File: src/rtl/bu_pipe_pkg.sv
// ---------------------------------------------------------------------------
// bu_pipe_pkg -- shared branch-unit constants.
//
// Holds the conditional-branch compare opcodes (RISC-V funct3 encodings), the
// fall-through PC step and a legality helper. The package is imported by the
// compare decoder, the pipeline top and the testbench, so the encodings exist
// in exactly one place.
// ---------------------------------------------------------------------------
package bu_pipe_pkg;

  typedef enum logic [2:0] {
    BR_BEQ  = 3'b000,
    BR_BNE  = 3'b001,
    BR_RSV2 = 3'b010,
    BR_RSV3 = 3'b011,
    BR_BLT  = 3'b100,
    BR_BGE  = 3'b101,
    BR_BLTU = 3'b110,
    BR_BGEU = 3'b111
  } br_op_e;

  // Distance from a branch to the instruction that follows it.
  localparam int unsigned PC_STEP = 4;

  // Only the two reserved encodings 010/011 are illegal.
  function automatic logic br_op_legal(input logic [2:0] op);
    return op[2] || !op[1];
  endfunction

endpackage

File: src/rtl/bu_pipe_cmp.sv
// ---------------------------------------------------------------------------
// bu_cmp -- combinational branch condition evaluator.
//
// Parameters:
//   XLEN       operand width
// Ports:
//   a_i        rs1 operand
//   b_i        rs2 operand
//   op_i       compare opcode (funct3)
//   taken_o    condition holds (forced 0 for illegal opcodes)
//   illegal_o  opcode is one of the reserved encodings
// ---------------------------------------------------------------------------
module bu_cmp
  import bu_pipe_pkg::*;
#(
  parameter int XLEN = 32
) (
  input  logic [XLEN-1:0] a_i,
  input  logic [XLEN-1:0] b_i,
  input  logic [2:0]      op_i,
  output logic            taken_o,
  output logic            illegal_o
);

  logic signed [XLEN-1:0] a_s;
  logic signed [XLEN-1:0] b_s;
  logic                   eq;
  logic                   lt_s;
  logic                   lt_u;

  assign a_s  = a_i;
  assign b_s  = b_i;
  assign eq   = (a_i == b_i);
  assign lt_s = (a_s < b_s);
  assign lt_u = (a_i < b_i);

  always_comb begin
    taken_o   = 1'b0;
    illegal_o = !br_op_legal(op_i);
    case (br_op_e'(op_i))
      BR_BEQ:  taken_o = eq;
      BR_BNE:  taken_o = !eq;
      BR_BLT:  taken_o = lt_s;
      BR_BGE:  taken_o = !lt_s;
      BR_BLTU: taken_o = lt_u;
      BR_BGEU: taken_o = !lt_u;
      default: taken_o = 1'b0;
    endcase
  end

endmodule

File: src/rtl/bu_pipe.sv
// ---------------------------------------------------------------------------
// bu_pipe -- pipelined conditional-branch resolution unit.
//
// Evaluates a branch condition, computes target (pc+imm) and fall-through
// (pc+4), and reports the corrected next PC together with taken, mispredict,
// misalign and illegal flags. Requests flow through STAGES register stages
// with valid/ready handshaking; a saturating counter tracks retired
// mispredicts.
//
// Parameters:
//   XLEN    operand / PC width (>= 8)
//   STAGES  pipeline depth, 1 or 2
//   CNT_W   mispredict counter width
// Ports:
//   i_clk, i_rst_n          clock, asynchronous active-low reset
//   i_valid / o_ready       request handshake
//   i_a, i_b, i_cmp_op      operands and funct3 compare opcode
//   i_pc, i_imm             branch PC and sign-extended offset
//   i_pred_taken            front-end prediction
//   i_flush                 kill all in-flight requests
//   o_valid / i_ready       result handshake
//   o_taken, o_mispredict, o_misalign, o_illegal   resolution flags
//   o_redirect_pc           correct next PC
//   o_mispred_cnt           saturating count of retired mispredicts
// ---------------------------------------------------------------------------
module bu_pipe
  import bu_pipe_pkg::*;
#(
  parameter int XLEN   = 32,
  parameter int STAGES = 2,
  parameter int CNT_W  = 16
) (
  input  logic             i_clk,
  input  logic             i_rst_n,
  input  logic             i_valid,
  output logic             o_ready,
  input  logic [XLEN-1:0]  i_a,
  input  logic [XLEN-1:0]  i_b,
  input  logic [2:0]       i_cmp_op,
  input  logic [XLEN-1:0]  i_pc,
  input  logic [XLEN-1:0]  i_imm,
  input  logic             i_pred_taken,
  input  logic             i_flush,
  output logic             o_valid,
  input  logic             i_ready,
  output logic             o_taken,
  output logic             o_mispredict,
  output logic             o_misalign,
  output logic             o_illegal,
  output logic [XLEN-1:0]  o_redirect_pc,
  output logic [CNT_W-1:0] o_mispred_cnt
);

  if ((STAGES != 1) && (STAGES != 2)) begin : g_bad_stages
    $error("bu_pipe: STAGES must be 1 or 2");
  end
  if (XLEN < 8) begin : g_bad_xlen
    $error("bu_pipe: XLEN must be at least 8");
  end
  if (CNT_W < 1) begin : g_bad_cnt
    $error("bu_pipe: CNT_W must be at least 1");
  end

  // One payload format is carried by every stage. Early stages only fill the
  // compare result and the two candidate PCs; the stage that feeds the output
  // resolves redirect/mispredict/misalign just before it registers them.
  typedef struct packed {
    logic            taken;
    logic            illegal;
    logic            pred;
    logic [XLEN-1:0] target;
    logic [XLEN-1:0] fallthru;
    logic [XLEN-1:0] redirect;
    logic            mispred;
    logic            misalign;
  } stage_t;

  function automatic stage_t resolve(input stage_t s);
    stage_t r;
    r          = s;
    r.redirect = s.taken ? s.target : s.fallthru;
    r.mispred  = !s.illegal && (s.taken != s.pred);
    // A taken branch to a non-word-aligned target still reports that target.
    r.misalign = s.taken && (s.target[1:0] != 2'b00);
    return r;
  endfunction

  function automatic logic [CNT_W-1:0] sat_inc(input logic [CNT_W-1:0] c);
    return (&c) ? c : c + CNT_W'(1);
  endfunction

  logic            cmp_taken;
  logic            cmp_illegal;
  stage_t          entry;

  stage_t          stg_q [STAGES];
  stage_t          stg_d [STAGES];
  logic [STAGES-1:0] vld_q;
  logic [STAGES-1:0] in_vld;
  logic [STAGES-1:0] stg_rdy;
  logic [STAGES-1:0] nxt_rdy;

  logic [CNT_W-1:0] cnt_q;
  logic [CNT_W-1:0] cnt_d;
  logic             retire;

  bu_cmp #(
    .XLEN (XLEN)
  ) u_cmp (
    .a_i       (i_a),
    .b_i       (i_b),
    .op_i      (i_cmp_op),
    .taken_o   (cmp_taken),
    .illegal_o (cmp_illegal)
  );

  // Entry: compare result and both candidate PCs, modulo 2^XLEN.
  always_comb begin
    entry          = '0;
    entry.taken    = cmp_taken;
    entry.illegal  = cmp_illegal;
    entry.pred     = i_pred_taken;
    entry.target   = i_pc + i_imm;
    entry.fallthru = i_pc + XLEN'(PC_STEP);
  end

  for (genvar k = 0; k < STAGES; k++) begin : g_stage
    stage_t src;

    if (k == 0) begin : g_head
      assign src       = entry;
      assign in_vld[k] = i_valid;
    end else begin : g_body
      assign src       = stg_q[k-1];
      assign in_vld[k] = vld_q[k-1];
    end

    if (k == STAGES - 1) begin : g_tail
      assign stg_d[k]   = resolve(src);
      assign nxt_rdy[k] = i_ready;
    end else begin : g_mid
      assign stg_d[k]   = src;
      assign nxt_rdy[k] = stg_rdy[k+1];
    end

    // A stage may take new data when it is empty or its contents move on.
    assign stg_rdy[k] = !vld_q[k] || nxt_rdy[k];

    // Stage k boundary: occupancy (flush beats acceptance).
    always_ff @(posedge i_clk or negedge i_rst_n) begin
      if (!i_rst_n) begin
        vld_q[k] <= 1'b0;
      end else if (i_flush) begin
        vld_q[k] <= 1'b0;
      end else if (stg_rdy[k]) begin
        vld_q[k] <= in_vld[k];
      end
    end

    // Stage k boundary: payload, held while stalled, never reset.
    always_ff @(posedge i_clk) begin
      if (stg_rdy[k] && in_vld[k]) begin
        stg_q[k] <= stg_d[k];
      end
    end
  end

  // Flush empties every stage at the next edge, so the block can always
  // accept during a flush cycle (the offered request is dropped anyway).
  assign o_ready = stg_rdy[0] || i_flush;

  assign o_valid       = vld_q[STAGES-1];
  assign o_taken       = stg_q[STAGES-1].taken;
  assign o_illegal     = stg_q[STAGES-1].illegal;
  assign o_mispredict  = stg_q[STAGES-1].mispred;
  assign o_misalign    = stg_q[STAGES-1].misalign;
  assign o_redirect_pc = stg_q[STAGES-1].redirect;

  // A result handshaken in a flush cycle has retired and still counts.
  assign retire = o_valid && i_ready && o_mispredict;

  always_comb begin
    cnt_d = cnt_q;
    if (retire) begin
      cnt_d = sat_inc(cnt_q);
    end
  end

  always_ff @(posedge i_clk or negedge i_rst_n) begin
    if (!i_rst_n) begin
      cnt_q <= '0;
    end else begin
      cnt_q <= cnt_d;
    end
  end

  assign o_mispred_cnt = cnt_q;

endmodule

File: config.mk
export PLATFORM = sky130hd
export DESIGN_NAME = bu_pipe
export DESIGN_NICKNAME = d
export VERILOG_FILES = /design/src/rtl/bu_pipe_pkg.sv /design/src/rtl/bu_pipe_cmp.sv /design/src/rtl/bu_pipe.sv
export SDC_FILE = /design/constraint.sdc
export NUM_CORES = 1
export LEC_CHECK = 0
export CAP_MARGIN = 20
export CORE_MARGIN = 2
export CORE_UTILIZATION = 40
export DETAILED_ROUTE_END_ITERATION = 6
export PLACE_DENSITY = 0.76
export REMOVE_ABC_BUFFERS = 1
export SLEW_MARGIN = 0
export SYNTH_ARGS = -nofsm -noshare
export SYNTH_HDL_FRONTEND = slang
export SYNTH_SLANG_ARGS = --single-unit
export TNS_END_PERCENT = 30
File: constraint.sdc
create_clock -name i_clk -period 6.6 [get_ports i_clk]
set_input_delay 1.32 -clock i_clk [delete_from_list [all_inputs] [get_ports i_clk]]
set_output_delay 1.32 -clock i_clk [all_outputs]
set_load 0.01 [all_outputs]
======== Word level (Yosys, flattened, before mapping) ========
Memory sizes are Yosys's and may differ from the RTL's.
Index checks and enable logic that the tools add are counted.
word-level totals
  memories kept ........................... 1
  input bits .............................. 137
  memory bits (writable) .................. 202
  output and inout bits ................... 54
  word-level logic and storage cells ...... 51
  register bits ........................... 18
operators by class
  mux-type cells .......................... 10
  reduce and logical (&&, ||, !) cells .... 24
  magnitude comparators ................... 2
  add/sub/neg operators ................... 3
  bitwise operators ....................... 1
  equality and inequality tests ........... 7
memories
  name   words  bits a word  rd ports  clocked after memory_dff  write ports  RTL line       text
  stg_q  2      101          2         0                         2            bu_pipe.sv:96  stage_t stg_q [STAGES];
operators by type and width
  cell                                                              count
  32-bit < comparator                                               2
  32-bit by 3-bit adder with 32-bit output (second input constant)  1
  32-bit adder                                                      1
  32-bit == test                                                    1
  32-bit 2-to-1 mux                                                 1
  16-bit by 1-bit adder with 16-bit output (second input constant)  1
  16-bit AND reduction                                              1
  3-bit == test (second input constant)                             4
  1-bit zero test                                                   8
  1-bit 2-to-1 mux                                                  8
  1-bit logical AND                                                 6
  1-bit case mux with 6 select lines                                1
  2-bit nonzero test                                                3
  1-bit logical OR                                                  4
  3-bit by 1-bit == test with 1-bit output (second input constant)  1
  3-bit zero test                                                   1
  2-bit AND reduction                                               1
  1-bit != test                                                     1
  1-bit inverter                                                    1

======== Depth between registers and ports, before layout ========
  depth after elaboration ................. 6
  mapped depth ............................ 11
  gate-level depth less buffers ........... 11

======== Hierarchy ========
From an unflattened synthesis, not the netlist that was laid out.
second synthesis, totals
  cell total of the unflattened synthesis .. 677
  area total of the unflattened synthesis .. 7498.4 um^2
modules (own cells, without submodules)
  module   seq. area each (um^2)  area an instance (um^2)  times used  cells an instance
  bu_pipe  3543.4                 6627.6                   1           556
  bu_cmp   0.0                    870.8                    1           121

======== Worst setup path before layout ========
No wires, ideal clock.
  kind .................................... input to register
  from .................................... in i_pc[0]
  to ...................................... mem stg_q[0][96] (netlist bit) (data pin)
  setup slack ............................. 2.965 ns
  arrival time ............................ 3.370 ns
  buffers on the path ..................... 0
  library setup time ...................... 0.265 ns
  required time ........................... 6.335 ns
  cell stages on the path ................. 11
  cell sequence ........................... ha_1 -> inv_1 -> fa_1 -> nand2b_1 -> a21oi_1 -> o221ai_1 -> a21o_1 -> a311oi_1 -> o2111ai_1 -> o211ai_1 -> xor2_1
RTL lines
  element      RTL line       text
  from (decl)  bu_pipe.sv:40  input logic [XLEN-1:0] i_pc,
  to (decl)    bu_pipe.sv:96

======== Worst setup path after layout ========
  from .................................... in i_ready
  to ...................................... out o_ready
on the way
  longest elaborated chain between the ends .. 3
ends and longest elaborated chain
  element                         RTL line        text
  from (decl)                     bu_pipe.sv:45   input logic i_ready,
  1-bit logical OR (2 in series)  bu_pipe.sv:147  assign stg_rdy[k] = !vld_q[k] || nxt_rdy[k];
  1-bit logical OR                bu_pipe.sv:170  assign o_ready = stg_rdy[0] || i_flush;
  to (decl)                       bu_pipe.sv:36   output logic o_ready,
Every way passes these cells.

==> flow_metrics.py <==
metrics = {
    "drt": {
        "first_iter_violations": 290,
        "via_count": 5674,
        "vias_per_cell": 5.210,
        "route.detailed.drc": 0,
        "avgRoutedWirePerCell_um": 15.61,
        "drtAntennaViolNets": 0,
        "finalWirelength_mm": 16.99,
        "first_pass_iters": 5,
    },
    "pwr": {
        "vdd_ir_drop_max_uv": 210.6,
        "p_seq_share_pct": 41.5,
        "p_per_area_nw_per_um2": 226.5,
        "combPwrFrac_pct": 20.1,
        "power.switching_w": 0.0005645,
        "p_leak_nw": 4.052,
        "p_sw_share_pct": 24.77,
        "intPower_w": 0.001714,
        "clock_power_share_pct": 38.4,
    },
    "logic_synthesis": {
        "ys_async_sr_fraction_pct": 14.88,
        "synthCells": 641,
        "yosys_register_bits": 121,
        "synthesis.area_um2": 7291,
        "synth_area_leaders": "edfxtp_1 (42%), ha_1 (11%), dfrtp_1 (6.2%)",
        "synth_fa_ha_area_share_pct": 11.43,
        "synth_top_area_share_pct": 42.42,
        "synth_warnings": 0,
        "synth-xor-area-share_pct": 7.929,
        "yosys.area_share.simple_pct": 11.58,
        "ys.flop_type": "edfxtp_1",
        "synth_top_family_by_area": "compound AO/OA/AOI/OAI gates",
        "ys_seq_area_share_pct": 48.60,
        "synth_edf_count": 103,
        "yosysTopAreaCell": "edfxtp_1",
        "avgSynthCellArea_um2": 11.37,
        "synth_mux_area_share_pct": 5.372,
        "ys_types": 56,
        "synth_compound_area_share_pct": 12.06,
    },
    "floorplan": {
        "io_pins": 191,
        "rows": 49,
        "die_w_um": 139.0,
        "fp.dieArea_um2": 19320,
        "start_util_pct": 40.73,
        "die_h_um": 139.0,
        "coreArea_um2": 17900,
    },
    "worst_setup_path": {
        "cp-end-kind": "primary output",
        "start_kind": "input port",
        "required_ns": 5.28,
        "crit_type": "input port to primary output",
        "crit_arrival_ns": 2.95,
        "cp_common_cell": "clkdlybuf4s50_1",
        "crit_fanout": 4,
        "crit_slowest_cell": "clkdlybuf4s50_1",
        "reg2reg_depth": 8,
        "worstSetupStartpoint": "i_ready",
        "path_cells": "clkdlybuf4s50_1 -> nor2b_1 -> nand2_1 -> or2_2 -> clkdlybuf4s50_1",
        "r2r_start": "o_mispred_cnt[3]$_DFFE_PN0P_",
        "slowest_delay_ns": 0.48,
    },
    "sta": {
        "setup_ws_ns": 2.334,
        "finalSetupTns_ns": 0,
        "slew_violations": 0,
        "setup_viol": 0,
        "rsz0062_at_grt": "false",
        "max_slew_margin_pct": 41.64,
        "hold_violations": 0,
        "fin_hold_ws_ns": 0.4634,
        "clock_skew_ns": 0.007644,
        "max_freq_mhz": 234.4,
        "worstMarginPinSlew_ns": 0.8753,
        "min_period_over_period_pct": 64.64,
        "fin_crit_ns": 4.266,
    },
    "cts": {
        "cts_tree": "yes",
        "clockRootBuffer": "clkbuf_16",
        "clkTransAtPathRegs_ns": 0.05,
        "clk_latency_ns": 0.41,
        "post_cts_buffers": 0,
        "cts_max_path_buffers": 2,
        "hold_buffers": 0,
        "numCtsBuffers": 17,
        "post_cts_resized": 0,
        "cts_htree_levels": 4,
        "cts.sink_count": 121,
    },
    "place": {
        "gp_congestion": 0.8971,
        "dpl_cell_area_um2": 9474,
        "pre_cts_ws_ns": 2.102,
        "dpl.hpwl_mm": 13.30,
        "portBuffers": 190,
    },
    "min_path": {
        "hold_depth": 0,
        "min_path_type": "flop to flop",
        "worstHoldStart": "stg_q[0][99]$_DFFE_PP_",
    },
    "grt": {
        "grt_pass1_wl_mm": 27.69,
        "grt_max_degree": 68,
        "track_usage_pct": 17.99,
        "grt_pass1_vias": 5653,
        "antenna_found_initial": 0,
        "grt_overflow": 0,
    },
    "layout": {
        "antennaDiodeCount": 0,
        "design_area_um2": 10060,
        "syn_to_final_growth_pct": 38.00,
        "fill_cells": 1531,
        "layout-drive-gt1-share_pct": 9.186,
        "layout.nets": 1050,
    },
    "flow_run": {
        "maxCapViolations": 0,
    },
    "status": {
        "outcome": "complete, no violations",
    },
}
[state kept, by name, indices dropped and copies added (netlist names)]
register       count
stg_q            103
in_vld             1
o_valid            1
o_mispred_cnt     16
[metrics by stage]
step	utilization (%)	power (W)	cells
final	56.20	0.002279	1089
after CTS	56.06	0.002296	1087
after floorplan	-	0.001207	634
after detailed placement	52.92	0.001416	1055
after global routing	56.20	0.002380	1089
after global placement	52.92	0.001408	1055
[Yosys cell counts (5+ instances only)]
library cell	n
xor2_1	19
nor2b_1	5
edfxtp_1	103
inv_1	51
xnor2_1	47
ha_1	65
a21oi_1	31
o21a_1	7
and2_1	5
nor2_1	39
a21o_1	26
a211oi_1	9
and3_1	12
o211ai_1	7
dfrtp_1	18
nand4_1	18
nor3_1	6
nand2_1	38
o21bai_1	5
or3_1	8
nand3_1	23
o21ai_0	15
mux2_2	33
[power by group through the flow]
stage               Combinational, W  Sequential (W)  Clock (W)
floorplan                   0.000236        0.000971          0
global placement            0.000449        0.000960          0
detailed placement          0.000455        0.000961          0
CTS                         0.000459        0.000947   0.000891
global route                0.000504        0.000953   0.000922
finish                      0.000459        0.000946   0.000874
[cell families after synthesis]
logic type | count (synthesis)
and+or+nand+nor | 169
DFF | 121
adders and majority gates | 66
buffers and inverters | 58
muxes | 35
xor gates and xnor gates | 66
AOI/OAI and AO/OA | 126
[critical path, delay by kind of cell]
family	cells	cell delay [ns]
buffers and inverters	2	0.90
AND/OR/NAND/NOR	3	0.73
[layout make-up]
class / count / area [um^2] / share of cell area (%)
clock inverters: 14 / 132.6 / 1.318
well taps: 229 / 286.5 / 2.848
flip-flops and latches: 121 / 3543 / 35.22
inverters: 51 / 191.4 / 1.903
multi-input cells: 462 / 3536 / 35.14
clock buffers: 18 / 429.2 / 4.266
repair buffers: 194 / 1942 / 19.30
[worst paths after layout]
| check | to | slack (ns) |
|---|---|---|
| setup / recovery | o_ready | 2.33 |
| hold reg to reg | stg_q[0][200]$_DFFE_PP_ | 0.46 |
| max in group asynchronous | o_mispred_cnt[4]$_DFFE_PN0P_ | 4.71 |
| min in group asynchronous | o_mispred_cnt[13]$_DFFE_PN0P_ | 1.38 |
| setup reg to reg | o_mispred_cnt[5]$_DFFE_PN0P_ | 4.19 |
| hold / removal | stg_q[0][200]$_DFFE_PP_ | 0.46 |
[per-layer routing]
metal  track usage, %  share of wire (%)  vias to the layer above
li1                 -                  -                     2794
met1            22.41                 43                     2687
met2            30.46                 50                      168
met3            4.213                5.2                       25
met4            6.858                2.2                        0
met5                0                  0                        -
[layout by cell type, fill, tap and decap left out, types with 15 or more instances in the layout]
cell type,netlist,layout
edfxtp_1,103,103
ha_1,65,65
dfrtp_1,18,18
nor2_1,39,39
o21ai_0,15,15
clkdlybuf4s50_1,0,190
xnor2_1,47,47
a21o_1,26,26
nand2_1,38,38
a21oi_1,31,31
nand3_1,23,23
clkbuf_16,0,17
inv_1,51,51
mux2_2,33,33
nand4_1,18,18
xor2_1,19,19
No activity file was read; power rests on OpenSTA's default activity.
